$ cat config.mk
export PLATFORM = sky130hd
export DESIGN_NAME = seg_scan_ctrl
export DESIGN_NICKNAME = d
export VERILOG_FILES = /design/src/rtl/seg_scan_ctrl.sv
export SDC_FILE = /design/constraint.sdc
export NUM_CORES = 1
export LEC_CHECK = 0
export ABC_AREA = 1
export BUFFER_PORTS_ARGS = -buffer_cell sky130_fd_sc_hd__buf_2
export CAP_MARGIN = 20
export CORE_MARGIN = 2
export CORE_UTILIZATION = 34
export DETAILED_ROUTE_END_ITERATION = 12
export SLEW_MARGIN = 20
export SYNTH_ARGS = -nofsm -noshare
export SYNTH_HDL_FRONTEND = slang
export SYNTH_SLANG_ARGS = --single-unit
$ cat constraint.sdc
create_clock -name clk -period 1.6 [get_ports clk]
set_input_delay 0.24 -clock clk [delete_from_list [all_inputs] [get_ports clk]]
set_output_delay 0.24 -clock clk [all_outputs]
set_load 0.02 [all_outputs]
$ cat src/rtl/seg_scan_ctrl.sv
// Multiplexed hex 7-segment scanner: double-buffered digit/mask/brightness, PWM brightness, per-digit dp/blank/blink.
// Outputs registered (1 clk after idx/phase state); no backpressure, load is sampled every cycle.
module seg_scan_ctrl #(
    parameter int NUM_DIGITS     = 8,
    parameter int SUB_DIV        = 12500,
    parameter int BRIGHT_BITS    = 3,
    parameter int BLINK_FRAMES   = 64,
    parameter bit SEG_ACTIVE_LOW = 1'b0,
    parameter bit EN_ACTIVE_LOW  = 1'b0
) (
    input  logic                    clk,
    input  logic                    rst_n,
    input  logic [4*NUM_DIGITS-1:0] digits,
    input  logic [NUM_DIGITS-1:0]   dp_mask,
    input  logic [NUM_DIGITS-1:0]   blank_mask,
    input  logic [NUM_DIGITS-1:0]   blink_mask,
    input  logic [BRIGHT_BITS-1:0]  brightness,
    input  logic                    load,
    output logic                    frame_done,
    output logic [NUM_DIGITS-1:0]   seg_en,
    output logic [7:0]              seg_out0,
    output logic [7:0]              seg_out1
);
    localparam int IDX_W = (NUM_DIGITS > 1) ? $clog2(NUM_DIGITS) : 1;
    localparam int SUB_W = (SUB_DIV > 1) ? $clog2(SUB_DIV) : 1;
    localparam int BLK_W = (BLINK_FRAMES > 1) ? $clog2(BLINK_FRAMES) : 1;

    localparam logic [SUB_W-1:0]       SUB_LAST = SUB_W'(SUB_DIV - 1);
    localparam logic [IDX_W-1:0]       IDX_LAST = IDX_W'(NUM_DIGITS - 1);
    localparam logic [BLK_W-1:0]       BLK_LAST = BLK_W'(BLINK_FRAMES - 1);
    localparam logic [BRIGHT_BITS-1:0] PH_LAST  = '1;
    localparam logic [7:0]             SEG_OFF  = {8{SEG_ACTIVE_LOW}};
    localparam logic [NUM_DIGITS-1:0]  EN_OFF   = {NUM_DIGITS{EN_ACTIVE_LOW}};

    logic [SUB_W-1:0]       sub_cnt;
    logic [BRIGHT_BITS-1:0] phase;
    logic [IDX_W-1:0]       idx;
    logic [BLK_W-1:0]       blink_cnt;
    logic                   blink_ph;
    logic                   pending;

    logic [4*NUM_DIGITS-1:0] sh_digits, act_digits;
    logic [NUM_DIGITS-1:0]   sh_dp, act_dp;
    logic [NUM_DIGITS-1:0]   sh_blank, act_blank;
    logic [NUM_DIGITS-1:0]   sh_blink, act_blink;
    logic [BRIGHT_BITS-1:0]  sh_bright, act_bright;

    logic sub_wrap;
    logic ph_wrap;
    logic boundary;

    assign sub_wrap = (sub_cnt == SUB_LAST);
    assign ph_wrap  = sub_wrap && (phase == PH_LAST);
    assign boundary = ph_wrap && (idx == IDX_LAST);

    // Returns {g,f,e,d,c,b,a}; 'b' and 'd' are the lowercase glyphs.
    function automatic logic [6:0] hex7(input logic [3:0] v);
        case (v)
            4'h0: hex7 = 7'h3F;
            4'h1: hex7 = 7'h06;
            4'h2: hex7 = 7'h5B;
            4'h3: hex7 = 7'h4F;
            4'h4: hex7 = 7'h66;
            4'h5: hex7 = 7'h6D;
            4'h6: hex7 = 7'h7D;
            4'h7: hex7 = 7'h07;
            4'h8: hex7 = 7'h7F;
            4'h9: hex7 = 7'h6F;
            4'hA: hex7 = 7'h77;
            4'hB: hex7 = 7'h7C;
            4'hC: hex7 = 7'h39;
            4'hD: hex7 = 7'h5E;
            4'hE: hex7 = 7'h79;
            default: hex7 = 7'h71;
        endcase
    endfunction

    always_ff @(posedge clk or negedge rst_n) begin
        if (!rst_n) begin
            sub_cnt   <= '0;
            phase     <= '0;
            idx       <= '0;
            blink_cnt <= '0;
            blink_ph  <= 1'b0;
        end else begin
            sub_cnt <= sub_wrap ? '0 : sub_cnt + 1'b1;
            if (sub_wrap) phase <= phase + 1'b1;
            if (ph_wrap)  idx   <= boundary ? '0 : idx + 1'b1;
            if (boundary) begin
                if (blink_cnt == BLK_LAST) begin
                    blink_cnt <= '0;
                    blink_ph  <= ~blink_ph;
                end else begin
                    blink_cnt <= blink_cnt + 1'b1;
                end
            end
        end
    end

    // A load coinciding with the boundary lands in shadow after the copy, so it stays pending.
    always_ff @(posedge clk or negedge rst_n) begin
        if (!rst_n) begin
            pending    <= 1'b0;
            sh_digits  <= '0;
            sh_dp      <= '0;
            sh_blank   <= '0;
            sh_blink   <= '0;
            sh_bright  <= '0;
            act_digits <= '0;
            act_dp     <= '0;
            act_blank  <= '1;
            act_blink  <= '0;
            act_bright <= '0;
        end else begin
            if (load) begin
                sh_digits <= digits;
                sh_dp     <= dp_mask;
                sh_blank  <= blank_mask;
                sh_blink  <= blink_mask;
                sh_bright <= brightness;
                pending   <= 1'b1;
            end else if (boundary) begin
                pending <= 1'b0;
            end
            if (boundary && pending) begin
                act_digits <= sh_digits;
                act_dp     <= sh_dp;
                act_blank  <= sh_blank;
                act_blink  <= sh_blink;
                act_bright <= sh_bright;
            end
        end
    end

    logic [4*NUM_DIGITS-1:0] digit_shift;
    logic [3:0]              cur_hex;
    logic                    lit;
    logic [7:0]              seg_nxt;
    logic [NUM_DIGITS-1:0]   en_nxt;

    always_comb begin
        digit_shift = act_digits >> {idx, 2'b00};
        cur_hex     = digit_shift[3:0];
        lit         = !act_blank[idx] && !(act_blink[idx] && blink_ph) && (phase <= act_bright);
        en_nxt      = EN_OFF;
        seg_nxt     = SEG_OFF;
        if (lit) begin
            en_nxt  = (NUM_DIGITS'(1) << idx) ^ EN_OFF;
            seg_nxt = {act_dp[idx], hex7(cur_hex)} ^ SEG_OFF;
        end
    end

    // Enables switch in one register update, so two digits are never driven together.
    always_ff @(posedge clk or negedge rst_n) begin
        if (!rst_n) begin
            seg_en     <= EN_OFF;
            seg_out0   <= SEG_OFF;
            seg_out1   <= SEG_OFF;
            frame_done <= 1'b0;
        end else begin
            seg_en     <= en_nxt;
            seg_out0   <= seg_nxt;
            seg_out1   <= seg_nxt;
            frame_done <= boundary;
        end
    end
endmodule

Word level (Yosys, flattened, before mapping)

Memories as Yosys holds them, arrays and structs flattened.
Index checks and enable logic that the tools add are counted.

Flip-flop bits (word level): 163
Bits of input ports: 62
Bits in writable memories: 0
Output and inout bits: 25
Word-level logic and storage cells: 56
Memories: 1
Latch bits: 0
Memory bits (read-only): 112

Memories:

| name             | depth | width | read ports | clocked after memory_dff | wr ports | line | RTL |
|---|---|---|---|---|---|---|---|
| (name not given) | 16    | 7     | 1          | 0                        | 0        | 58   | `case (v)` |

Div/mod/pow operators: 0
Shift operators: 2
$lt $le $gt $ge: 2
Bitwise logic cells: 1
Eq/ne operators: 4
Muxes and demuxes: 13
Multipliers: 0
$add $sub $neg: 4
Reductions and logical operators: 10

Operators with widths:

| cell                  | count |
|---|---|
| $shr 32x5->4          | 1 |
| $mux 8                | 2 |
| $add 14x1->14 const B | 1 |
| $eq 14x14->1 const B  | 1 |
| $mux 14               | 1 |
| $bmux 1 s3            | 3 |
| $shl 1x3->8 const A   | 1 |
| $add 3x1->3 const B   | 2 |
| $add 6x1->6 const B   | 1 |
| $eq 3x3->1 const B    | 2 |
| $eq 6x6->1 const B    | 1 |
| $logic_and 1x1->1     | 6 |
| $mux 6                | 1 |
| $mux 1                | 5 |
| $lt 3x4->1 const B    | 1 |
| $le 3x3->1            | 1 |
| $mux 3                | 1 |
| $logic_not 1->1       | 2 |
| $reduce_and 2->1      | 1 |
| $reduce_bool 2->1     | 1 |
| $not 1->1             | 1 |

Depth between registers and ports, before layout

Depth after elaboration: 7
Gate-level depth with buffers: 15
Depth with buffers taken out: 13

Least setup slack after synthesis

OpenSTA, ideal clock, no wires.

Path type: flip-flop to flip-flop
Start: reg idx[0]
End: reg seg_out1[5]
Cell stages (with the launch flop): 13
Period minus slack after synthesis: 1.773 ns
Buffers on the path: 2
Library setup time: 0.071 ns
Path slack: -0.173 ns
Arrival: 1.702 ns
Required time: 1.529 ns
Cells stage by stage: dfrtp_1 buf_4 inv_4 buf_2 nand2_1 nand3_1 nand3_1 nand2_1 inv_1 ha_1 o21ai_1 nor2_1 nor2_1

Word-level cells in the longest chain between the ends: 7
Elaborated cells between the ends (all ways): 12
Classes of those cells: 1 x shift; 5 x mux; 5 x reduce/logical; 1 x memory

RTL lines:

| element                                                              | line | RTL |
|---|---|---|
| from (decl)                                                          | 37   | `logic [IDX_W-1:0] idx;` |
| from (signal assigned)                                               | 88   | `if (ph_wrap) idx <= boundary ? '0 : idx + 1'b1;` |
| parallel branches: the longest is 6 deep, another holds $mem_v2 16x7 | -    |  |
| $mux 8 (*)                                                           | 147  | `if (lit) begin` |
| named net seg_nxt[5]                                                 | 138  | `logic [7:0] seg_nxt;` |
| to (signal assigned)                                                 | 163  | `seg_out1 <= seg_nxt;` |
| to (decl)                                                            | 22   | `output logic [7:0] seg_out1` |

Mark *: on every way through the listed nets, which the timed path passes. The select of a mux whose other input is x is not followed.
A chain may end at the register's enable or synchronous reset.

Worst setup path in the final report

Start: reg idx[0]
End: reg seg_out1[0]

Same word-level chain as after synthesis.

==> key figures <==
Finish
  – Final core utilization: 45.70%
  – Area grow syn2layout: 31.84%
  – # fillers: 2193
  – Biggest regs: act_digits: 32 flops, sh_digits: 32 flops, sub_cnt: 14 flops
  – Share of layout cells above drive strength 1: 26.59%
  – Ant diodes: 0
  – Layout net count: 1166

Placed design
  – Pre-CTS setup slack: -0.1334 ns
  – # port buffers: 86
  – RD Place Congestion: 0.8379
  – Detailed Place HPWL: 12.36 mm

Clock tree
  – # H-tree levels: 4
  – CTS tree: done
  – Clk_lat worst skew: 0.44 ns
  – CTS Sinks: 163
  – Clk pin slew, worst setup/hold paths: 0.07 ns
  – TritonCTS buffer count: 17
  – CTS root buffer: clkbuf_16
  – Clock buffer depth: 2

Critical path
  – Worst Path Required: 1.96 ns
  – Worst path bufs/invs: 2
  – Crit end category: flop
  – CP arrival: 2.07 ns
  – Peak per-stage delay on the critical path: 0.50 ns
  – Critical path cell sequence: clkbuf_16, nand2_1, nand3_1, nand2_1, nand2_2, nand2_4, ha_4, inv_2, nand3_2, nand3_1, nand2_1, nor2_2
  – Largest delay contributor family on the critical path: simple AND/OR/NAND/NOR gates
  – Critical Path Start Type: flop
  – Slowest CP cell: dfrtp_2
  – Worst Setup Path Type: flop to flop
  – Largest fanout on the critical path: 6
  – Critical Path Most Common Cell: nand2_1

GRT
  – Number of global-route vias before repair: 6182
  – First-pass GRT wire length: 30.05 mm
  – Grt total ovfl: 0
  – Initial antenna violation count: 0
  – Largest net degree at the start of global routing: 55
  – GRT Total Usage: 15.72%

Synth
  – Sequential cell area fraction in the yosys report: 53.88%
  – Syn Inst Count: 915
  – Number of synthesized flops with an enable pin: 0
  – Yosys warns: 0
  – Most common flop cell mapped by yosys: dfrtp_1
  – Mean Syn Cell Area: 8.293 µm²
  – Syn_nets: 996
  – Asr flop ratio synth: 100.0%
  – Yosys reg bits: 163
  – Synth unique cells: 36
  – Mapped Area: 7589 µm²

Power
  – Sequential power share: 49.1%
  – Internal: 6.670 mW
  – Leak: 5.195 nW
  – Switch share: 24.02%
  – Switching pwr: 2.109 mW
  – Power Total: 8.779 mW
  – Clock Power Share: 45.6%
  – Power Dens Cells: 877.5 nW/µm²
  – Comb power frac: 5.3%
  – Maximum vdd drop: 0.5358 mV

Flow run
  – Maxcap violations: 0

Timing
  – Final worst setup slack: -0.1017 ns
  – Final setup vio count: 59
  – Setup TNS: -1.827 ns
  – Final Hold Fails: 0
  – Worst Skew: 0.01171 ns
  – Pins Over Slew Limit: 0
  – Crit share post-route: 106.4%
  – Tmin final: 1.702 ns
  – RSZ-0062 raised after global routing: true
  – Worst Max-Slew Pin Slew: 0.3975 ns
  – FMAX: 587.6 MHz
  – Relative slew margins: 73.50%

Routing
  – Via count: 6187
  – Drt pass-1 iters: 5
  – Residual DRC: 0
  – Post-DRT Antenna Nets: 0
  – DR iter-0 viols: 305
  – Vias per std cell: 4.490
  – Routed len/inst: 12.56 µm
  – DRT Wirelength: 17.31 mm

Outcome
  – Failing checks: negative setup slack
  – Status: finished, violations left

Floorplan
  – Row count: 54
  – Die H: 153.4 µm
  – Die Wd: 153.4 µm
  – Initial Util: 34.67%
  – IO Pins: 87
  – Die area: 23530 µm²
  – CORE AREA: 21890 µm²

Worst hold path
  – Hold Path Class: input port to flop
[synth_stat cells (2+ instances only)]
| master | count | area share, % |
|---|---|---|
| nand3_1 | 83 | 5.5 |
| nand4_1 | 6 | 0.49 |
| buf_4 | 14 | 1.4 |
| dfstp_2 | 8 | 2.8 |
| clkbuf_1 | 14 | 0.69 |
| inv_1 | 86 | 4.3 |
| o21ai_2 | 15 | 1.7 |
| o21ai_0 | 32 | 2.1 |
| buf_1 | 3 | 0.15 |
| buf_2 | 7 | 0.46 |
| xor2_1 | 7 | 0.81 |
| nand2_1 | 358 | 18 |
| o21ai_1 | 12 | 0.79 |
| xnor2_1 | 3 | 0.35 |
| a21oi_1 | 9 | 0.59 |
| dfrtp_1 | 155 | 51 |
| nor2_1 | 46 | 2.3 |
| buf_6 | 9 | 1.3 |
| nor3_1 | 7 | 0.46 |
| ha_1 | 19 | 3.1 |
| inv_2 | 6 | 0.30 |
| a22oi_1 | 2 | 0.20 |
[worst paths after layout]
check	from	to	slack, ns	cells past startpoint
setup / recovery	idx[0]	seg_out1[0]	-0.10	12
min in group asynchronous	rst_n	act_digits[23]	0.20	2
max in group asynchronous	rst_n	sh_dp[6]	0.82	3
hold reg to reg	act_blank[2]	act_blank[2]	0.47	2
setup reg to reg	idx[0]	seg_out1[0]	-0.10	12
hold / removal	blank_mask[6]	sh_blank[6]	0.01	3
[repair_timing]
action | in CTS | in global routing
endpoints found under the setup margin | 77 | 80
hold buffers | 32 | 0
gates cloned | 1 | 1
hold endpoints to repair | 186 | 0
pin swaps | 10 | 11
gates resized for setup | 26 | 37
buffers inserted | 5 | 2
[tightest hold or removal path: cells and delay by family]
kind | cells | cell delay, ns
and+or+nand+nor | 2 | 0.10
buffers and inverters | 1 | 0.07
[layout by cell type (no fill, tap or decap), types with 3 or more instances in the layout]
| master | instances |
|---|---|
| a21oi_1 | 8 |
| buf_12 | 10 |
| buf_2 | 85 |
| buf_4 | 66 |
| buf_6 | 3 |
| clkbuf_16 | 18 |
| clkinv_4 | 4 |
| dfrtp_1 | 153 |
| dfstp_2 | 8 |
| dlygate4sd3_1 | 32 |
| ha_1 | 10 |
| ha_2 | 6 |
| ha_4 | 3 |
| inv_1 | 83 |
| inv_2 | 7 |
| inv_6 | 5 |
| nand2_1 | 345 |
| nand2_2 | 11 |
| nand2_4 | 3 |
| nand3_1 | 68 |
| nand3_2 | 15 |
| nand4_1 | 6 |
| nor2_1 | 36 |
| nor2_2 | 10 |
| nor3_1 | 5 |
| nor3_2 | 3 |
| o21ai_0 | 30 |
| o21ai_1 | 12 |
| o21ai_2 | 17 |
| xnor2_1 | 3 |
| xor2_1 | 7 |
[kinds of logic (layout without fill, tap and decap cells)]
family	Yosys count	count (layout)	share of synthesized area [%]
fa+ha+maj	19	19	3.133
compound gates	74	74	5.787
xor+xnor	10	10	1.154
simple gates	509	509	27.39
buf+inv	140	323	8.656
flops	163	163	53.88
[final cells by class]
type                            instances  area [µm²]  area share [%]
Multi-Input combinational cell        612        3084           30.83
Sequential cell                       163        4091           40.90
Clock buffer                           18       439.2           4.390
Clock inverter                         14       145.1           1.451
Inverter                               93       361.6           3.614
Timing Repair Buffer                  198        1533           15.32
Tap cell                              280       350.3           3.502
[per-stage QoR]
step / instances / hold WS [ns] / area (µm²)
final: 1378 / 0.01349 / 10000
after global routing: 1378 / 0.002058 / 10000
after CTS: 1375 / 0.0006453 / 9827
after detailed placement: 1305 / 0.09248 / 8755
after global placement: 1305 / 0.09684 / 8755
after floorplan: 915 / -0.05559 / 7637
[power by group through the flow]
stage	combinational, mW	sequential (mW)	clock [mW]
3_5_place_dp	0.420	4.39	0
4_1_cts	0.480	4.31	4.11
6_report	0.462	4.31	4.00
3_3_place_gp	0.414	4.39	0
5_1_grt	0.543	4.33	4.30
2_1_floorplan	0.184	4.37	0
[metal layers]
metal | track usage (%) | share of wire [%] | vias up
li1 | - | - | 3202
met4 | 5.548 | 1.5 | 0
met2 | 23.89 | 45 | 100
met1 | 22.47 | 51 | 2864
met5 | 0 | 0 | -
met3 | 3.090 | 2.8 | 21
Power figures use the tool's default switching activity.
